===== src/rtl/mcd_pkg.sv =====
// Shared types for the sub-CPU DMA path: the McdDma bus payload seen by the
// Word RAM controller and PRG/PCM arbiters, destination codes, FSM states.
package mcd_pkg;

  localparam int unsigned MCD_ADDR_W = 19;  // byte-address width of McdDma.addr
  localparam int unsigned MCD_LEN_W  = 12;  // byte-count register width
  localparam int unsigned MCD_PCM_AW = 13;  // PCM RAM window (8 KB wrap)
  localparam int unsigned MCD_DEST_W = 3;

  localparam logic [MCD_DEST_W-1:0] DST_PCM  = 3'd4;
  localparam logic [MCD_DEST_W-1:0] DST_PRG  = 3'd5;
  localparam logic [MCD_DEST_W-1:0] DST_WRAM = 3'd7;

  typedef struct packed {
    logic                  ce_wram;
    logic                  ce_prg;
    logic                  ce_pcm;
    logic                  we;
    logic [MCD_ADDR_W-1:0] addr;
    logic [15:0]           dat;
  } McdDma;

  typedef enum logic [2:0] {
    ST_IDLE  = 3'd0,
    ST_FETCH = 3'd1,
    ST_WRITE = 3'd2,
    ST_NEXT  = 3'd3,
    ST_DONE  = 3'd4
  } dma_state_e;

  // True when the destination code selects a real memory target.
  function automatic logic dst_valid(input logic [MCD_DEST_W-1:0] d);
    return (d == DST_PCM) || (d == DST_PRG) || (d == DST_WRAM);
  endfunction

endpackage


===== src/rtl/mcd_dma_addr_gen.sv =====
// DMA destination address generator: forms the start byte address from the
// address register and steps it by one word, wrapping inside the full
// ADDR_W space (WRAM/PRG) or inside the PCM_AW window (PCM).
// Ports:
//   clk_asic, cd_rst  - clock, synchronous active-high reset
//   i_en              - clock enable (sub_sync)
//   i_load            - load start address and remember PCM-ness of i_dest
//   i_inc             - advance the address by 2 bytes
//   i_dest            - destination code sampled on i_load
//   i_addr_reg        - destination address register
//   o_addr            - current byte address (registered)
module mcd_dma_addr_gen
  import mcd_pkg::*;
#(
  parameter int unsigned ADDR_W = MCD_ADDR_W,
  parameter int unsigned PCM_AW = MCD_PCM_AW
) (
  input  logic                  clk_asic,
  input  logic                  cd_rst,
  input  logic                  i_en,
  input  logic                  i_load,
  input  logic                  i_inc,
  input  logic [MCD_DEST_W-1:0] i_dest,
  input  logic [15:0]           i_addr_reg,
  output logic [ADDR_W-1:0]     o_addr
);

  logic              r_pcm;
  logic [ADDR_W-1:0] r_addr;
  logic [ADDR_W-1:0] w_start;
  logic [ADDR_W-1:0] w_inc;

  // Start address: register is in 8-byte units for WRAM/PRG, 2-byte units for PCM.
  always_comb begin
    w_start = ADDR_W'({i_addr_reg, 3'b000});
    if (i_dest == DST_PCM) begin
      w_start = ADDR_W'({i_addr_reg[PCM_AW-2:0], 1'b0});
    end
  end

  // Word step; PCM wraps inside its window leaving the upper bits alone.
  always_comb begin
    w_inc = r_addr + ADDR_W'(2);
    if (r_pcm) begin
      w_inc = {r_addr[ADDR_W-1:PCM_AW], r_addr[PCM_AW-1:0] + PCM_AW'(2)};
    end
  end

  always_ff @(posedge clk_asic) begin
    if (cd_rst) begin
      r_addr <= '0;
      r_pcm  <= 1'b0;
    end else if (i_en) begin
      if (i_load) begin
        r_addr <= w_start;
        r_pcm  <= (i_dest == DST_PCM);
      end else if (i_inc) begin
        r_addr <= w_inc;
      end
    end
  end

  assign o_addr = r_addr;

endmodule


===== src/rtl/mcd_cdc_dma.sv =====
// CDC-to-memory DMA initiator for the sub-CPU side. Pulls 16-bit words from
// the CDC host buffer and writes them to Word RAM, PRG RAM or PCM RAM through
// the McdDma bus, stalling on halt. Advances only on sub_sync.
// Ports:
//   clk_asic, cd_rst         - clock, synchronous active-high reset
//   sub_sync                 - sub-CPU clock enable
//   start, stop              - kick / abort pulses from the register file
//   dest, dma_addr_reg, dbc  - destination code, address register, bytes-1
//   buf_rd_req/ack/dat       - CDC buffer read handshake
//   halt                     - memory side not ready, hold the write
//   dma                      - memory request bus (McdDma)
//   busy, done               - DSR flag and one-tick EDT pulse
// ADDR_W must match MCD_ADDR_W, the width carried by McdDma.addr.
module mcd_cdc_dma
  import mcd_pkg::*;
#(
  parameter int unsigned ADDR_W = MCD_ADDR_W,
  parameter int unsigned LEN_W  = MCD_LEN_W,
  parameter int unsigned PCM_AW = MCD_PCM_AW
) (
  input  logic                  clk_asic,
  input  logic                  cd_rst,
  input  logic                  sub_sync,
  input  logic                  start,
  input  logic                  stop,
  input  logic [MCD_DEST_W-1:0] dest,
  input  logic [15:0]           dma_addr_reg,
  input  logic [LEN_W-1:0]      dbc,
  output logic                  buf_rd_req,
  input  logic                  buf_rd_ack,
  input  logic [15:0]           buf_rd_dat,
  input  logic                  halt,
  output McdDma                 dma,
  output logic                  busy,
  output logic                  done
);

  dma_state_e            r_state;
  dma_state_e            w_state_nxt;
  logic [LEN_W-1:0]      r_cnt;
  logic [MCD_DEST_W-1:0] r_dest;
  logic [15:0]           r_dat;
  logic                  r_req;
  logic                  r_ce_wram;
  logic                  r_ce_prg;
  logic                  r_ce_pcm;
  logic                  r_we;
  logic                  r_busy;
  logic                  r_done;
  logic [ADDR_W-1:0]     w_addr;
  logic                  w_kick;
  logic                  w_take;
  logic                  w_step;
  logic                  w_req_nxt;
  logic                  w_ce_wram_nxt;
  logic                  w_ce_prg_nxt;
  logic                  w_ce_pcm_nxt;
  logic                  w_we_nxt;
  logic                  w_busy_nxt;
  logic                  w_done_nxt;
  logic                  w_unused_dbc0;

  // Byte count is in bytes; only whole words are moved.
  assign w_unused_dbc0 = dbc[0];

  // stop overrides everything, including a simultaneous start in IDLE.
  assign w_kick = (r_state == ST_IDLE)  && start && !stop;
  assign w_take = (r_state == ST_FETCH) && buf_rd_ack && !stop;
  assign w_step = (r_state == ST_NEXT)  && !stop;

  mcd_dma_addr_gen #(
    .ADDR_W (ADDR_W),
    .PCM_AW (PCM_AW)
  ) u_addr_gen (
    .clk_asic   (clk_asic),
    .cd_rst     (cd_rst),
    .i_en       (sub_sync),
    .i_load     (w_kick),
    .i_inc      (w_step),
    .i_dest     (dest),
    .i_addr_reg (dma_addr_reg),
    .o_addr     (w_addr)
  );

  // State register.
  always_ff @(posedge clk_asic) begin
    if (cd_rst) begin
      r_state <= ST_IDLE;
    end else if (sub_sync) begin
      r_state <= w_state_nxt;
    end
  end

  // Next-state logic.
  always_comb begin
    w_state_nxt = r_state;
    case (r_state)
      ST_IDLE:  if (start) w_state_nxt = dst_valid(dest) ? ST_FETCH : ST_DONE;
      ST_FETCH: if (buf_rd_ack) w_state_nxt = ST_WRITE;
      ST_WRITE: if (!halt) w_state_nxt = ST_NEXT;
      ST_NEXT:  w_state_nxt = (r_cnt == LEN_W'(1)) ? ST_DONE : ST_FETCH;
      ST_DONE:  w_state_nxt = ST_IDLE;
      default:  w_state_nxt = ST_IDLE;
    endcase
    if (stop) begin
      w_state_nxt = ST_IDLE;
    end
  end

  // Output decode of the upcoming state; registered below so outputs track the state.
  always_comb begin
    w_req_nxt     = 1'b0;
    w_ce_wram_nxt = 1'b0;
    w_ce_prg_nxt  = 1'b0;
    w_ce_pcm_nxt  = 1'b0;
    w_we_nxt      = 1'b0;
    w_busy_nxt    = 1'b0;
    w_done_nxt    = 1'b0;
    case (w_state_nxt)
      ST_FETCH: begin
        w_req_nxt  = 1'b1;
        w_busy_nxt = 1'b1;
      end
      ST_WRITE: begin
        w_ce_wram_nxt = (r_dest == DST_WRAM);
        w_ce_prg_nxt  = (r_dest == DST_PRG);
        w_ce_pcm_nxt  = (r_dest == DST_PCM);
        w_we_nxt      = 1'b1;
        w_busy_nxt    = 1'b1;
      end
      ST_NEXT:  w_busy_nxt = 1'b1;
      ST_DONE:  w_done_nxt = 1'b1;
      default:  ;
    endcase
  end

  // Output registers.
  always_ff @(posedge clk_asic) begin
    if (cd_rst) begin
      r_req     <= 1'b0;
      r_ce_wram <= 1'b0;
      r_ce_prg  <= 1'b0;
      r_ce_pcm  <= 1'b0;
      r_we      <= 1'b0;
      r_busy    <= 1'b0;
      r_done    <= 1'b0;
    end else if (sub_sync) begin
      r_req     <= w_req_nxt;
      r_ce_wram <= w_ce_wram_nxt;
      r_ce_prg  <= w_ce_prg_nxt;
      r_ce_pcm  <= w_ce_pcm_nxt;
      r_we      <= w_we_nxt;
      r_busy    <= w_busy_nxt;
      r_done    <= w_done_nxt;
    end
  end

  // Transfer bookkeeping: destination, remaining words, write data.
  always_ff @(posedge clk_asic) begin
    if (cd_rst) begin
      r_dest <= '0;
      r_cnt  <= '0;
      r_dat  <= '0;
    end else if (sub_sync) begin
      if (w_kick) begin
        r_dest <= dest;
        r_cnt  <= {1'b0, dbc[LEN_W-1:1]} + LEN_W'(1);
      end else if (w_step) begin
        r_cnt <= r_cnt - LEN_W'(1);
      end
      if (w_take) begin
        r_dat <= buf_rd_dat;
      end
    end
  end

  assign buf_rd_req = r_req;
  assign busy       = r_busy;
  assign done       = r_done;

  always_comb begin
    dma         = '0;
    dma.ce_wram = r_ce_wram;
    dma.ce_prg  = r_ce_prg;
    dma.ce_pcm  = r_ce_pcm;
    dma.we      = r_we;
    dma.addr    = MCD_ADDR_W'(w_addr);
    dma.dat     = r_dat;
  end

endmodule


===== config.mk =====
export PLATFORM = sky130hd
export DESIGN_NAME = mcd_cdc_dma
export DESIGN_NICKNAME = d
export VERILOG_FILES = /design/src/rtl/mcd_pkg.sv /design/src/rtl/mcd_dma_addr_gen.sv /design/src/rtl/mcd_cdc_dma.sv
export SDC_FILE = /design/constraint.sdc
export NUM_CORES = 1
export LEC_CHECK = 0
export CAP_MARGIN = 20
export CORE_MARGIN = 5
export CORE_UTILIZATION = 52
export DETAILED_ROUTE_END_ITERATION = 7
export PLACE_DENSITY_LB_ADDON = 0.08
export SLEW_MARGIN = 30
export SYNTH_ARGS = -nofsm -noshare
export SYNTH_HDL_FRONTEND = slang
export SYNTH_SLANG_ARGS = --single-unit

===== constraint.sdc =====
create_clock -name clk_asic -period 4.7 [get_ports clk_asic]
set_clock_uncertainty 0.05 [all_clocks]
set_input_delay 0.705 -clock clk_asic [delete_from_list [all_inputs] [get_ports clk_asic]]
set_output_delay 0.705 -clock clk_asic [all_outputs]
set_load 0.005 [all_outputs]

==> run_results.csv <==
group,metric,value,unit
floorplan,die_area,0.00851,mm^2
cells_and_area,num-nets-final,597,
cells_and_area,diodes,0,
global_route,grt_pass1_vias,3398,
timing,timing.setup.tns,0,ns
floorplan,fp.dieH,92.2,um
power,p_leak,1.56,nW
worst_setup_path,critPathTopFamily,"simple AND/OR/NAND/NOR gates",
timing,finalCriticalPeriod,2.68,ns
yosys,yosysTopAreaCell,"dfxtp_1",
worst_setup_path,worst-path-buf-inv,1,
yosys,synth_area,0.00352,mm^2
cells_and_area,syn2layout_area_growth,30.8,%
yosys,async_flop_share,0,%
routing,routed_wl,9590,um
timing,max_slew_margin,42.4,%
global_route,grt_max_degree,61,
worst_setup_path,worstPathArrival,2.82,ns
yosys,synth_area_leaders,"dfxtp_1, nand2_1, a21oi_1, o21ai_0, nor2_1",
timing,finalHoldViolCount,0,
clocking,cts_made_buffers,9,
floorplan,placementRows,30,
routing,num_vias,3687,
yosys,postSynthRegisterBits,60,
yosys,synth_cells,465,
cells_and_area,fin_util,68.9,%
timing,slew_viol_final,0,
clocking,h-tree-depth,3,
placement,routabilityCongestion,0.857,
worst_setup_path,startpoint_type,"primary input",
floorplan,fp.coreArea,0.00668,mm^2
floorplan,io_pins,96,
timing,finalSetupViolCount,0,
yosys,synth_cell_types,71,
yosys,synth_top_area_share,34.2,%
cells_and_area,final_area,0.00460,mm^2
routing,dr.first_iter.drc_count,194,
hold_path,hp-class,"flop to flop",
run,drv_cap,0,
global_route,antenna_found_initial,0,
yosys,synthFlopType,"dfxtp_1",
routing,routed_via_density,5.91,
cells_and_area,drive_gt1_share,7.54,%
worst_setup_path,cp.depth,6,
routing,drc_errors,0,
clocking,root_buffer,"clkbuf_8",
routing,drtPass1Iterations,7,
timing,fin_ws,2.02,ns
floorplan,initial_core_util,52.6,%
routing,ant_nets,0,
clocking,cts.repair.resized,0,
clocking,clk_path_buf_depth,2,
placement,postPlaceCellArea,0.00438,mm^2
worst_setup_path,worst_path_largest_cell_delay,0.60,ns
placement,dp_slack,1.51,ns
placement,dp_hpwl,6690,um
global_route,grt_pass1_wl,16000,um
cells_and_area,fillers,576,
worst_setup_path,path_cells,"clkdlybuf4s50_1 -> nor3b_2 -> nand2_1 -> o221a_2 -> o21ai_1 -> a221oi_1",
worst_setup_path,crit_slowest_cell,"nand2_1",
clocking,cts.sinks,60,
global_route,overflow,0,
yosys,synth_area_per_cell,7.56,um^2
yosys,synth_nets,523,
clocking,path_clk_slew,0.07,ns
timing,period_share,57.1,%
yosys,yosysWarningCount,0,
timing,rsz0062_at_grt,"false",
timing,whs,0.405,ns
clocking,cts_setup_buffers,0,
timing,fmax,0.373,GHz
outcome,status,"finished clean",
clocking,hold_buffers,0,
worst_setup_path,worstPathRequired,4.83,ns
yosys,ys_seq_area_share,34.2,%
yosys,synth_edf_count,0,
timing,max_slew.worst_pin.slew,0.861,ns
routing,wl_per_cell,15.4,um
floorplan,die_w,92.2,um
clocking,clock_latency,0.34,ns
worst_setup_path,reg2reg_depth,5,
power,ir_worst_vdd,166,uV
hold_path,hold_path_depth,2,
global_route,gr-usage-all-layers,22.7,%
clocking,tritoncts,"built",
worst_setup_path,cp-end-kind,"flop",
power,powerDensity,272,mW/mm^2
worst_setup_path,path_class,"primary input to flop",
worst_setup_path,critPathMaxFanout,24,
placement,port_buffers,93,
-- report_power, final --
group	switching [W]	internal (W)
logic	0.0000966	0.0000952
registers	0.0000132	0.000519
clock network	0.000213	0.000313
total	0.000323	0.000927
-- area by class of cell --
cell class,count,area [um^2],area share [%]
inverters,7,26.3,0.571
clock buffers,10,138,2.99
multi-input cells,366,2110,45.8
well taps,80,100,2.18
clock inverters,6,86.3,1.88
flip-flops and latches,60,1200,26.1
repair buffers,95,943,20.5
-- per-stage QoR --
| step | instances | power [W] |
|---|---|---|
| floorplan | 465 | 0.000656 |
| global placement | 608 | 0.000731 |
| detailed placement | 608 | 0.000734 |
| CTS | 624 | 0.00126 |
| global route | 624 | 0.00131 |
| finish | 624 | 0.00125 |
-- flip-flops by register name, summed over array words and instances (netlist names) --
signal             cells
r_cnt                 12
u_addr_gen.o_addr     18
busy                   1
r_state                3
r_dat                 16
done                   1
r_dest                 3
r_ce_prg               1
buf_rd_req             1
u_addr_gen.r_pcm       1
r_we                   1
r_ce_wram              1
r_ce_pcm               1
-- cells in the mapped netlist (3+ instances only) --
cell and number:
clkbuf_1 14, o21a_1 4, a211oi_1 6, o21ai_0 28, nor2b_1 3, nor4_1 6, nand4_1 7, inv_1 7
nor2_1 28, ha_1 4, buf_6 3, a31oi_1 7, a21oi_1 60, nor3b_1 7, nand3_1 12, a32o_1 3
nand2_1 96, a22o_1 4, nor3_1 16, a221oi_1 3, buf_4 5, dfxtp_1 60, xor2_1 7, buf_2 9
nand2b_1 6
-- path summary, 6_finish.rpt --
| check | startpoint | to | slack (ns) |
|---|---|---|---|
| worst max-delay path | start | buf_rd_req | 2.02 |
| worst min-delay path | r_dat[3] | r_dat[3] | 0.41 |
| worst max register to register | r_state[0] | buf_rd_req | 2.42 |
| worst min register to register | r_dat[3] | r_dat[3] | 0.41 |
-- cells by family after synthesis --
family | after synthesis | share of synthesized area, %
flops | 60 | 34.2
xor+xnor | 9 | 2.24
fa+ha+maj | 4 | 1.42
simple gates | 211 | 30.9
compound gates | 139 | 24.6
mux | 2 | 0.605
other cells | 1 | 0.107
buf+inv | 39 | 5.98
-- worst reg2reg max path, stage by stage, from the launching register on --
cell	delay, ns
dfxtp_1	0.40
nor3b_2	0.39
nand2_1	0.60
o221a_2	0.49
o21ai_1	0.11
a221oi_1	0.10
-- placed cells by master, fill, tap and decap left out, drive strengths merged, types with 6 or more instances in the layout --
| cell type | netlist | routed |
|---|---|---|
| nor4 | 6 | 6 |
| nand3 | 13 | 13 |
| nor2 | 30 | 30 |
| xor2 | 7 | 7 |
| nand2 | 96 | 96 |
| nor3 | 18 | 18 |
| nand2b | 6 | 6 |
| dfxtp | 60 | 60 |
| a31oi | 7 | 7 |
| nand4 | 9 | 9 |
| clkbuf | 14 | 10 |
| a21oi | 61 | 61 |
| inv | 7 | 8 |
| o21ai | 30 | 30 |
| a211oi | 6 | 6 |
| nor3b | 9 | 9 |
| clkdlybuf4s50 | 0 | 92 |
-- layer usage --
metal | global-route usage [%] | routed length, um
met4 | 7.43 | 149
met3 | 4.18 | 525
met5 | 0 | 0
met1 | 30.3 | 4390
met2 | 36.8 | 4530
No activity file was read; power rests on OpenSTA's default activity.
